File: src/rtl/mano_io_ctrl_pkg.sv
// rtl/mano_io_ctrl_pkg.sv - shared widths and FSM encodings for the MANO terminal I/O controller
//
// Purpose: default I/O byte width and FIFO depth, plus the state encodings
//          of the input-side and output-side handshake FSMs.
// Ports:   none (package).

package mano_io_ctrl_pkg;

  localparam int IOW_DEFAULT   = 8;
  localparam int DEPTH_DEFAULT = 4;

  typedef enum logic {
    IN_IDLE  = 1'b0,
    IN_GUARD = 1'b1
  } in_state_e;

  typedef enum logic [1:0] {
    OUT_INIT  = 2'd0,
    OUT_ARMED = 2'd1,
    OUT_GUARD = 2'd2
  } out_state_e;

endpackage

File: src/rtl/mano_io_ctrl_io_fifo.sv
// rtl/mano_io_ctrl_io_fifo.sv - show-ahead byte FIFO used on both sides of the I/O controller
//
// Purpose: DEPTH-entry FIFO with head always visible on dout_o.
//          A push while full or a pop while empty is ignored.
// Ports:   clk_i, rst_ni (async active-low)
//          push_i, din_i       write side
//          pop_i, dout_o       read side (dout_o = head)
//          full_o, empty_o     status flags
//          count_o             occupancy, 0..DEPTH

module io_fifo #(
  parameter int DEPTH = 4,
  parameter int IOW   = 8
) (
  input  logic                     clk_i,
  input  logic                     rst_ni,
  input  logic                     push_i,
  input  logic                     pop_i,
  input  logic [IOW-1:0]           din_i,
  output logic [IOW-1:0]           dout_o,
  output logic                     full_o,
  output logic                     empty_o,
  output logic [$clog2(DEPTH):0]   count_o
);

  localparam int PTR_W = $clog2(DEPTH);
  localparam int CNT_W = PTR_W + 1;

  logic [IOW-1:0]   mem_q [DEPTH];
  logic [PTR_W-1:0] wr_ptr_q, wr_ptr_d;
  logic [PTR_W-1:0] rd_ptr_q, rd_ptr_d;
  logic [CNT_W-1:0] count_q, count_d;
  logic             do_push, do_pop;

  assign full_o  = (count_q == CNT_W'(DEPTH));
  assign empty_o = (count_q == '0);
  assign dout_o  = mem_q[rd_ptr_q];
  assign count_o = count_q;

  // DEPTH is a power of two, so pointers wrap by plain overflow.
  always_comb begin
    do_push  = push_i && !full_o;
    do_pop   = pop_i && !empty_o;
    wr_ptr_d = do_push ? wr_ptr_q + PTR_W'(1) : wr_ptr_q;
    rd_ptr_d = do_pop  ? rd_ptr_q + PTR_W'(1) : rd_ptr_q;
    count_d  = count_q;
    case ({do_push, do_pop})
      2'b10:   count_d = count_q + CNT_W'(1);
      2'b01:   count_d = count_q - CNT_W'(1);
      default: count_d = count_q;
    endcase
  end

  always_ff @(posedge clk_i or negedge rst_ni) begin
    if (!rst_ni) begin
      wr_ptr_q <= '0;
      rd_ptr_q <= '0;
      count_q  <= '0;
      for (int i = 0; i < DEPTH; i++) mem_q[i] <= '0;
    end else begin
      wr_ptr_q <= wr_ptr_d;
      rd_ptr_q <= rd_ptr_d;
      count_q  <= count_d;
      if (do_push) mem_q[wr_ptr_q] <= din_i;
    end
  end

endmodule

File: src/rtl/mano_io_ctrl.sv
// rtl/mano_io_ctrl.sv - MANO terminal I/O controller between INPR/OUTR/FGI/FGO and external byte streams
//
// Purpose: input side buffers rx bytes and loads them into INPR (setting FGI)
//          whenever FGI is clear; output side captures OUTR when the CPU clears
//          FGO, queues it for the tx sink, then sets FGO again.
// Ports:   mclk, mrst (async active-low)
//          rx_data/rx_valid/rx_ready      external producer
//          tx_data/tx_valid/tx_ready      external consumer
//          fgi, fgo, outr                 datapath flags / OUTR
//          inpr_data, inpr_ld, fgi_set    INPR load interface
//          fgo_set                        FGO set strobe
//          in_count, out_count            FIFO occupancies

module mano_io_ctrl
  import mano_io_ctrl_pkg::*;
#(
  parameter int DEPTH = DEPTH_DEFAULT,
  parameter int IOW   = IOW_DEFAULT
) (
  input  logic                   mclk,
  input  logic                   mrst,
  input  logic [IOW-1:0]         rx_data,
  input  logic                   rx_valid,
  output logic                   rx_ready,
  output logic [IOW-1:0]         tx_data,
  output logic                   tx_valid,
  input  logic                   tx_ready,
  input  logic                   fgi,
  input  logic                   fgo,
  input  logic [IOW-1:0]         outr,
  output logic [IOW-1:0]         inpr_data,
  output logic                   inpr_ld,
  output logic                   fgi_set,
  output logic                   fgo_set,
  output logic [$clog2(DEPTH):0] in_count,
  output logic [$clog2(DEPTH):0] out_count
);

  in_state_e  in_state_q, in_state_d;
  out_state_e out_state_q, out_state_d;

  logic in_full, in_empty, in_pop;
  logic out_full, out_empty, out_push;

  assign rx_ready = !in_full;
  assign tx_valid = !out_empty;

  io_fifo #(.DEPTH(DEPTH), .IOW(IOW)) u_in_fifo (
    .clk_i   (mclk),
    .rst_ni  (mrst),
    .push_i  (rx_valid && !in_full),
    .pop_i   (in_pop),
    .din_i   (rx_data),
    .dout_o  (inpr_data),
    .full_o  (in_full),
    .empty_o (in_empty),
    .count_o (in_count)
  );

  io_fifo #(.DEPTH(DEPTH), .IOW(IOW)) u_out_fifo (
    .clk_i   (mclk),
    .rst_ni  (mrst),
    .push_i  (out_push),
    .pop_i   (tx_ready && !out_empty),
    .din_i   (outr),
    .dout_o  (tx_data),
    .full_o  (out_full),
    .empty_o (out_empty),
    .count_o (out_count)
  );

  always_ff @(posedge mclk or negedge mrst) begin
    if (!mrst) begin
      in_state_q  <= IN_IDLE;
      out_state_q <= OUT_INIT;
    end else begin
      in_state_q  <= in_state_d;
      out_state_q <= out_state_d;
    end
  end

  // The guard state gives the datapath one cycle to reflect fgi_set before
  // the flag is looked at again.
  always_comb begin
    in_state_d = in_state_q;
    in_pop     = 1'b0;
    inpr_ld    = 1'b0;
    fgi_set    = 1'b0;
    case (in_state_q)
      IN_IDLE: begin
        if (!fgi && !in_empty) begin
          in_pop     = 1'b1;
          inpr_ld    = 1'b1;
          fgi_set    = 1'b1;
          in_state_d = IN_GUARD;
        end
      end
      IN_GUARD: in_state_d = IN_IDLE;
      default:  in_state_d = IN_IDLE;
    endcase
  end

  // OUT_INIT is the reset state, so its announcement strobe is qualified
  // with mrst to stay quiet while reset is held. A full FIFO leaves FGO
  // clear, which keeps the CPU spinning in its SKO loop.
  always_comb begin
    out_state_d = out_state_q;
    out_push    = 1'b0;
    fgo_set     = 1'b0;
    case (out_state_q)
      OUT_INIT: begin
        if (mrst) begin
          fgo_set     = 1'b1;
          out_state_d = OUT_GUARD;
        end
      end
      OUT_ARMED: begin
        if (!fgo && !out_full) begin
          out_push    = 1'b1;
          fgo_set     = 1'b1;
          out_state_d = OUT_GUARD;
        end
      end
      OUT_GUARD: out_state_d = OUT_ARMED;
      default:   out_state_d = OUT_INIT;
    endcase
  end

endmodule

File: config.mk
export PLATFORM = sky130hd
export DESIGN_NAME = mano_io_ctrl
export DESIGN_NICKNAME = d
export VERILOG_FILES = /design/src/rtl/mano_io_ctrl_pkg.sv /design/src/rtl/mano_io_ctrl_io_fifo.sv /design/src/rtl/mano_io_ctrl.sv
export SDC_FILE = /design/constraint.sdc
export NUM_CORES = 1
export LEC_CHECK = 0
export ABC_AREA = 1
export BUFFER_PORTS_ARGS = -buffer_cell sky130_fd_sc_hd__buf_2
export CAP_MARGIN = 15
export CORE_UTILIZATION = 50
export CTS_CLUSTER_DIAMETER = 40
export DETAILED_ROUTE_END_ITERATION = 8
export PLACE_DENSITY = 0.77
export SLEW_MARGIN = 15
export SYNTH_ARGS = -nofsm -noshare
export SYNTH_HDL_FRONTEND = slang
export SYNTH_HIERARCHICAL = 1
export SYNTH_SLANG_ARGS = --single-unit
File: constraint.sdc
create_clock -name mclk -period 4.2 [get_ports mclk]
set_input_delay 0.84 -clock mclk [delete_from_list [all_inputs] [get_ports mclk]]
set_output_delay 0.84 -clock mclk [all_outputs]
set_load 0.02 [all_outputs]
==> reports/metrics.cfg, run 1 <==
[setup_path]
critPathLaunchType = register
path_class = register to output pin
cp-end-kind = output pin
cp.arrival_ns = 2.13
crit_path_max_fanout = 19
required_ns = 3.36

[sta]
hold_viol_final = 0
rsz0062_at_grt = false
post-route-period-util_pct = 70.7
setup_viol = 0
fmax_ghz = 0.337
period_needed_ns = 2.97
finalSetupTns_ns = 0
worst_slew_pin_slew_ns = 1.02
drv_slew = 0
fin_worst_skew_ns = 0.00850
slew_headroom_pct = 31.8

[grt]
antenna_found_initial = 0
grt_pass1_vias = 3575
grt_max_degree = 82
overflow = 0
gr-usage-all-layers_pct = 23.6
grt_pass1_wl_um = 16300

[drt]
ant_nets = 0
via_per_inst = 5.46
vias = 3641
routedWlPerCell_um = 14.0
wirelength_um = 9360
dr.pass1.iters = 5
route.detailed.drc = 0
drt_iter0_drc = 183

[die]
std_cell_rows = 33
die_area_um2 = 8840
coreArea_um2 = 8220
chipWidth_um = 94.0
die_y_um = 94.0
start_util_pct = 51.5
ios = 49

[pwr]
ir_worst_vdd_mv = 0.433
p_per_area_nw_per_um2 = 821
leakagePower_nw = 2.46

[layout]
drive_gt1_share_pct = 13.9
num-fill-cells = 762
layout.cells.most_common_list = nand2_1 (173), dfrtp_1 (81), nand4_1 (66)
num_antenna_cells = 0
nets = 591
fin_area_um2 = 4590
area_delta_synth_final_pct = 8.36
final_common_cell = nand2_1

[synthesis]
synthesis.nets = 562
synth.distinct_cells = 18
ys.warnings.count = 6
yosysSeqAreaShare_pct = 47.9
synthCells = 528
syn_area_um2 = 4240
yosys_register_bits = 81
synth_area_per_cell_um2 = 8.02

[hold_path]
hp-class = register to register

[place]
placed_cell_area_um2 = 4400
dpl.hpwl_um = 6280
place.gp.congestion = 0.812
io_buffers = 48

[clocking]
clk_latency_ns = 0.35
cts.sinks = 81
cts_resized = 0
h-tree-depth = 3
numCtsBuffers = 9
post_cts_buffers = 0
clk_pin_slew_ns = 0.08
cts_hold_buf = 0
clockBufferDepth = 2
cts_tree = done
clockRootBuffer = clkbuf_8

[run_status]
status = finished clean

[run]
cap_violations = 0

-- flip-flops by register name, summed over array words and instances, names as in the netlist --
name	cells
u_in_fifo/rd_ptr_q	2
u_out_fifo/rd_ptr_q	2
u_out_fifo/count_o	3
u_in_fifo/count_o	3
u_out_fifo/wr_ptr_q	2
in_state_q	1
u_out_fifo/mem_q	32
out_state_q	2
u_in_fifo/mem_q	32
u_in_fifo/wr_ptr_q	2
-- routing by layer --
metal | part of all wire (%) | vias up | global-route usage [%] | wire length, um
met2 | 48 | 116 | 38.7 | 4480
met5 | 0 | - | 0 | 0
met4 | 1.6 | 0 | 9.49 | 148
met3 | 5.7 | 16 | 3.80 | 534
met1 | 45 | 1708 | 31.0 | 4190
li1 | - | 1801 | - | -
-- Yosys cell counts, drive strengths merged --
master,instances,area share (%)
o21ai,50,5.9
xnor2,2,0.41
nor3,1,0.12
buf,33,5.5
nand3,18,2.7
dfrtp,81,48
nand4,66,9.7
fa,2,0.95
ha,10,3.0
inv,34,3.0
nor2,55,5.1
nand2,176,16
-- critical path, stage by stage (launching register included) --
cell	delay (ns)
dfrtp_1	0.79
inv_2	0.30
o21ai_0	0.32
o21ai_0	0.17
buf_2	0.19
-- cells by family (layout without fill, tap and decap cells) --
| kind of cell | count (synthesis) | in the layout | share of synthesized area [%] |
|---|---|---|---|
| and+or+nand+nor | 316 | 316 | 33.4 |
| AOI/OAI and AO/OA | 50 | 50 | 5.91 |
| adders and majority gates | 12 | 12 | 3.90 |
| buffers and inverters | 67 | 101 | 8.51 |
| DFF | 81 | 81 | 47.9 |
| xor gates and xnor gates | 2 | 2 | 0.414 |
-- area by class of cell --
cell class | instances | area (um2) | area share (%)
Sequential cell | 81 | 2030 | 44.2
Multi-Input combinational cell | 380 | 1850 | 40.3
Tap cell | 105 | 131 | 2.86
Clock inverter | 5 | 56.3 | 1.23
Clock buffer | 11 | 131 | 2.86
Inverter | 34 | 128 | 2.78
Timing Repair Buffer | 51 | 265 | 5.78
-- report_power, final --
part           internal (W)  switching (W)
Clock              0.000274       0.000281
Combinational      0.000584        0.00121
Sequential          0.00114       0.000273
Total               0.00200        0.00176
-- metrics by stage --
stage / power, W / std cells / worst slack (ns) / hold WS (ns) / util, %
after floorplan: 0.00279 / 528 / 1.42 / 0.437 / -
after global placement: 0.00314 / 651 / 1.47 / 0.448 / 53.6
after detailed placement: 0.00322 / 651 / 1.35 / 0.453 / 53.6
after CTS: 0.00378 / 667 / 1.26 / 0.467 / 55.9
after global routing: 0.00412 / 667 / 1.00 / 0.487 / 55.9
final: 0.00377 / 667 / 1.23 / 0.469 / 55.9
-- final timing paths --
check                                           start                     to  slack, ns  cells past startpoint
worst max-delay path            u_in_fifo/rd_ptr_q[0]           inpr_data[4]       1.23                      4
worst min-delay path                       in_state_q             in_state_q       0.47                      1
worst max register to register  u_out_fifo/count_o[0]  u_out_fifo/count_o[1]       1.30                     12
worst min register to register             in_state_q             in_state_q       0.47                      1
max in group asynchronous                        mrst   u_out_fifo/mem_q[29]       2.78                      2
min in group asynchronous                        mrst   u_out_fifo/mem_q[26]       0.77                      2
Note: power is estimated with default switching activity, not from simulation.
==> run 2: changes to the inputs <==
PLACE_DENSITY = 0.8   (was 0.77)
clock period = 2.7 ns   (was 4.2 ns; I/O delays follow)
==> run 2 against run 1 <==
Effect of this change:
- cell area increased by 1.2%
- sequential power increased by 51%
- core utilization increased by 0.67 points
- worst hold slack got worse by 0.41 ns
- critical path depth unchanged
- clock-buffer cell count decreased by 1
- die area unchanged
- wire length increased by 5.2%
- first-iteration DRC count decreased by 3.8%
- global-route usage increased by 1.1 points
- critical endpoint is now tx_data[0]
- largest power group unchanged
==> reports/metrics.cfg, run 2 (synthesized netlist as in run 1, its figures left out) <==
[run_status]
status = finished clean

[clocking]
cts_resized = 0
clk_latency_ns = 0.35
clockBufferDepth = 2
clk_pin_slew_ns = 0.08
clockRootBuffer = clkbuf_8
h-tree-depth = 3
cts.sinks = 81
post_cts_buffers = 0
numCtsBuffers = 9
cts_hold_buf = 0
cts_tree = done

[sta]
hold_viol_final = 0
post-route-period-util_pct = 83.3
slew_headroom_pct = 47.6
setup_viol = 0
finalSetupTns_ns = 0
worst_slew_pin_slew_ns = 0.786
rsz0062_at_grt = false
drv_slew = 0
period_needed_ns = 2.25
fin_worst_skew_ns = 0.00789
fmax_ghz = 0.445

[setup_path]
required_ns = 2.16
crit_top_cell = o21ai_0
r2r_slack_ns = 0.56
cpPeakStageDelay_ns = 0.58
crit_path_max_fanout = 18
crit_chain = inv_2, o21ai_0, o21ai_0, buf_2
rr_endpoint = u_in_fifo/count_o[2]
cp-end-kind = output pin
critPathLaunchType = register
reg2reg_depth = 12
critical-path-top-delay-family = flip-flops
worst-path-buf-inv = 2
cp.arrival_ns = 1.71
path_class = register to output pin
slowest_stage = dfrtp_1
r2r_start = u_in_fifo/count_o[1]

[grt]
met1_usage_pct = 29.4
grt_pass1_vias = 3749
gr-usage-all-layers_pct = 24.7
antenna_found_initial = 0
met2_usage_pct = 43.7
grt_pass1_wl_um = 17000
overflow = 0
use_met3_pct = 6.39
grt_busiest_layer = met2
grt_max_degree = 63

[layout]
final_common_cell = nand2_1
area_delta_synth_final_pct = 9.66
layout.cells.most_common_list = nand2_1 (173), dfrtp_1 (81), nand4_1 (66)
drive_gt1_share_pct = 15.0
reg.largest.list = u_in_fifo/mem_q: 32 flops, u_out_fifo/mem_q: 32 flops
num_antenna_cells = 0
num-fill-cells = 761
final_cell_count_no_fill = 672
nets = 596

[die]
start_util_pct = 51.5
die_y_um = 94.0
ios = 49
die_area_um2 = 8840
std_cell_rows = 33
chipWidth_um = 94.0
coreArea_um2 = 8220

[drt]
ant_nets = 0
dr.pass1.iters = 5
route.detailed.drc = 0
via_per_inst = 5.61
drt_iter0_drc = 176
vias = 3771
wirelength_um = 9840
routedWlPerCell_um = 14.6

[place]
dpl.hpwl_um = 6450
dp_cells = 656
io_buffers = 48
place.gp.congestion = 0.793

[hold_path]
hp-class = input port to async pin

[pwr]
leakagePower_nw = 2.49
ir_worst_vdd_mv = 0.701
p_per_area_nw_per_um2 = 1290

[run]
cap_violations = 0

## run 2: cell types whose count changed in the layout (fill, tap and decap cells not counted)
cell	change
clkinv_2	-1
clkbuf_8	+1
clkbuf_1	-2
clkinv_4	+1
clkinvlp_4	+1
buf_4	+5
## run 2: how the worst max path moves through the flow
stage | end | from | cells after the start | slack (ns)
floorplan | u_in_fifo/count_o[2] | u_in_fifo/count_o[2] | 13 | 0.05
global placement | u_in_fifo/count_o[2] | fgi | 11 | 0.64
detailed placement | u_in_fifo/count_o[2] | u_in_fifo/count_o[1] | 12 | 0.58
CTS | tx_data[0] | u_out_fifo/rd_ptr_q[0] | 4 | 0.44
global route | tx_data[3] | u_out_fifo/rd_ptr_q[0] | 4 | 0.25
finish | tx_data[0] | u_out_fifo/rd_ptr_q[0] | 4 | 0.45
## run 2: worst reg2reg max path, cell delays in order, from the launching register on
cell     delay (ns)
dfrtp_1        0.42
nor2_2         0.17
nand2_2        0.23
inv_1          0.16
nor2_2         0.06
nand2_1        0.10
ha_1           0.18
inv_1          0.06
fa_1           0.37
nand2_1        0.10
nand3_1        0.08
nand2_1        0.06
nand2_1        0.05
## run 2: area by class of cell
type | count | area (um2) | area share [%]
Multi-Input combinational cell | 380 | 1850 | 39.8
Clock buffer | 10 | 138 | 2.96
Timing Repair Buffer | 56 | 303 | 6.52
Sequential cell | 81 | 2030 | 43.6
Tap cell | 105 | 131 | 2.83
Inverter | 34 | 128 | 2.75
Clock inverter | 6 | 67.6 | 1.45
## run 2: per-layer routing
| layer | wire length, um | vias to the layer above |
|---|---|---|
| met5 | 0 | - |
| met4 | 55 | 0 |
| met3 | 617 | 6 |
| met2 | 5050 | 136 |
| met1 | 4120 | 1820 |
| li1 | - | 1809 |
## run 2: stage by stage
step / total power [W] / hold slack, ns / utilization (%) / worst slack, ns / instance area (um2)
3_5_place_dp: 0.00509 / 0.444 / 54.0 / 0.581 / 4440
3_3_place_gp: 0.00495 / 0.441 / 54.0 / 0.642 / 4440
4_1_cts: 0.00601 / 0.0459 / 56.5 / 0.438 / 4640
5_1_grt: 0.00657 / 0.0467 / 56.5 / 0.248 / 4640
6_report: 0.00600 / 0.0616 / 56.5 / 0.451 / 4640
2_1_floorplan: 0.00434 / 0.244 / - / 0.0498 / 4240
## run 2: where the power goes
part | internal, W | switching, W
clock | 0.000454 | 0.000444
combinational | 0.000949 | 0.00200
sequential | 0.00178 | 0.000367
total | 0.00318 | 0.00281
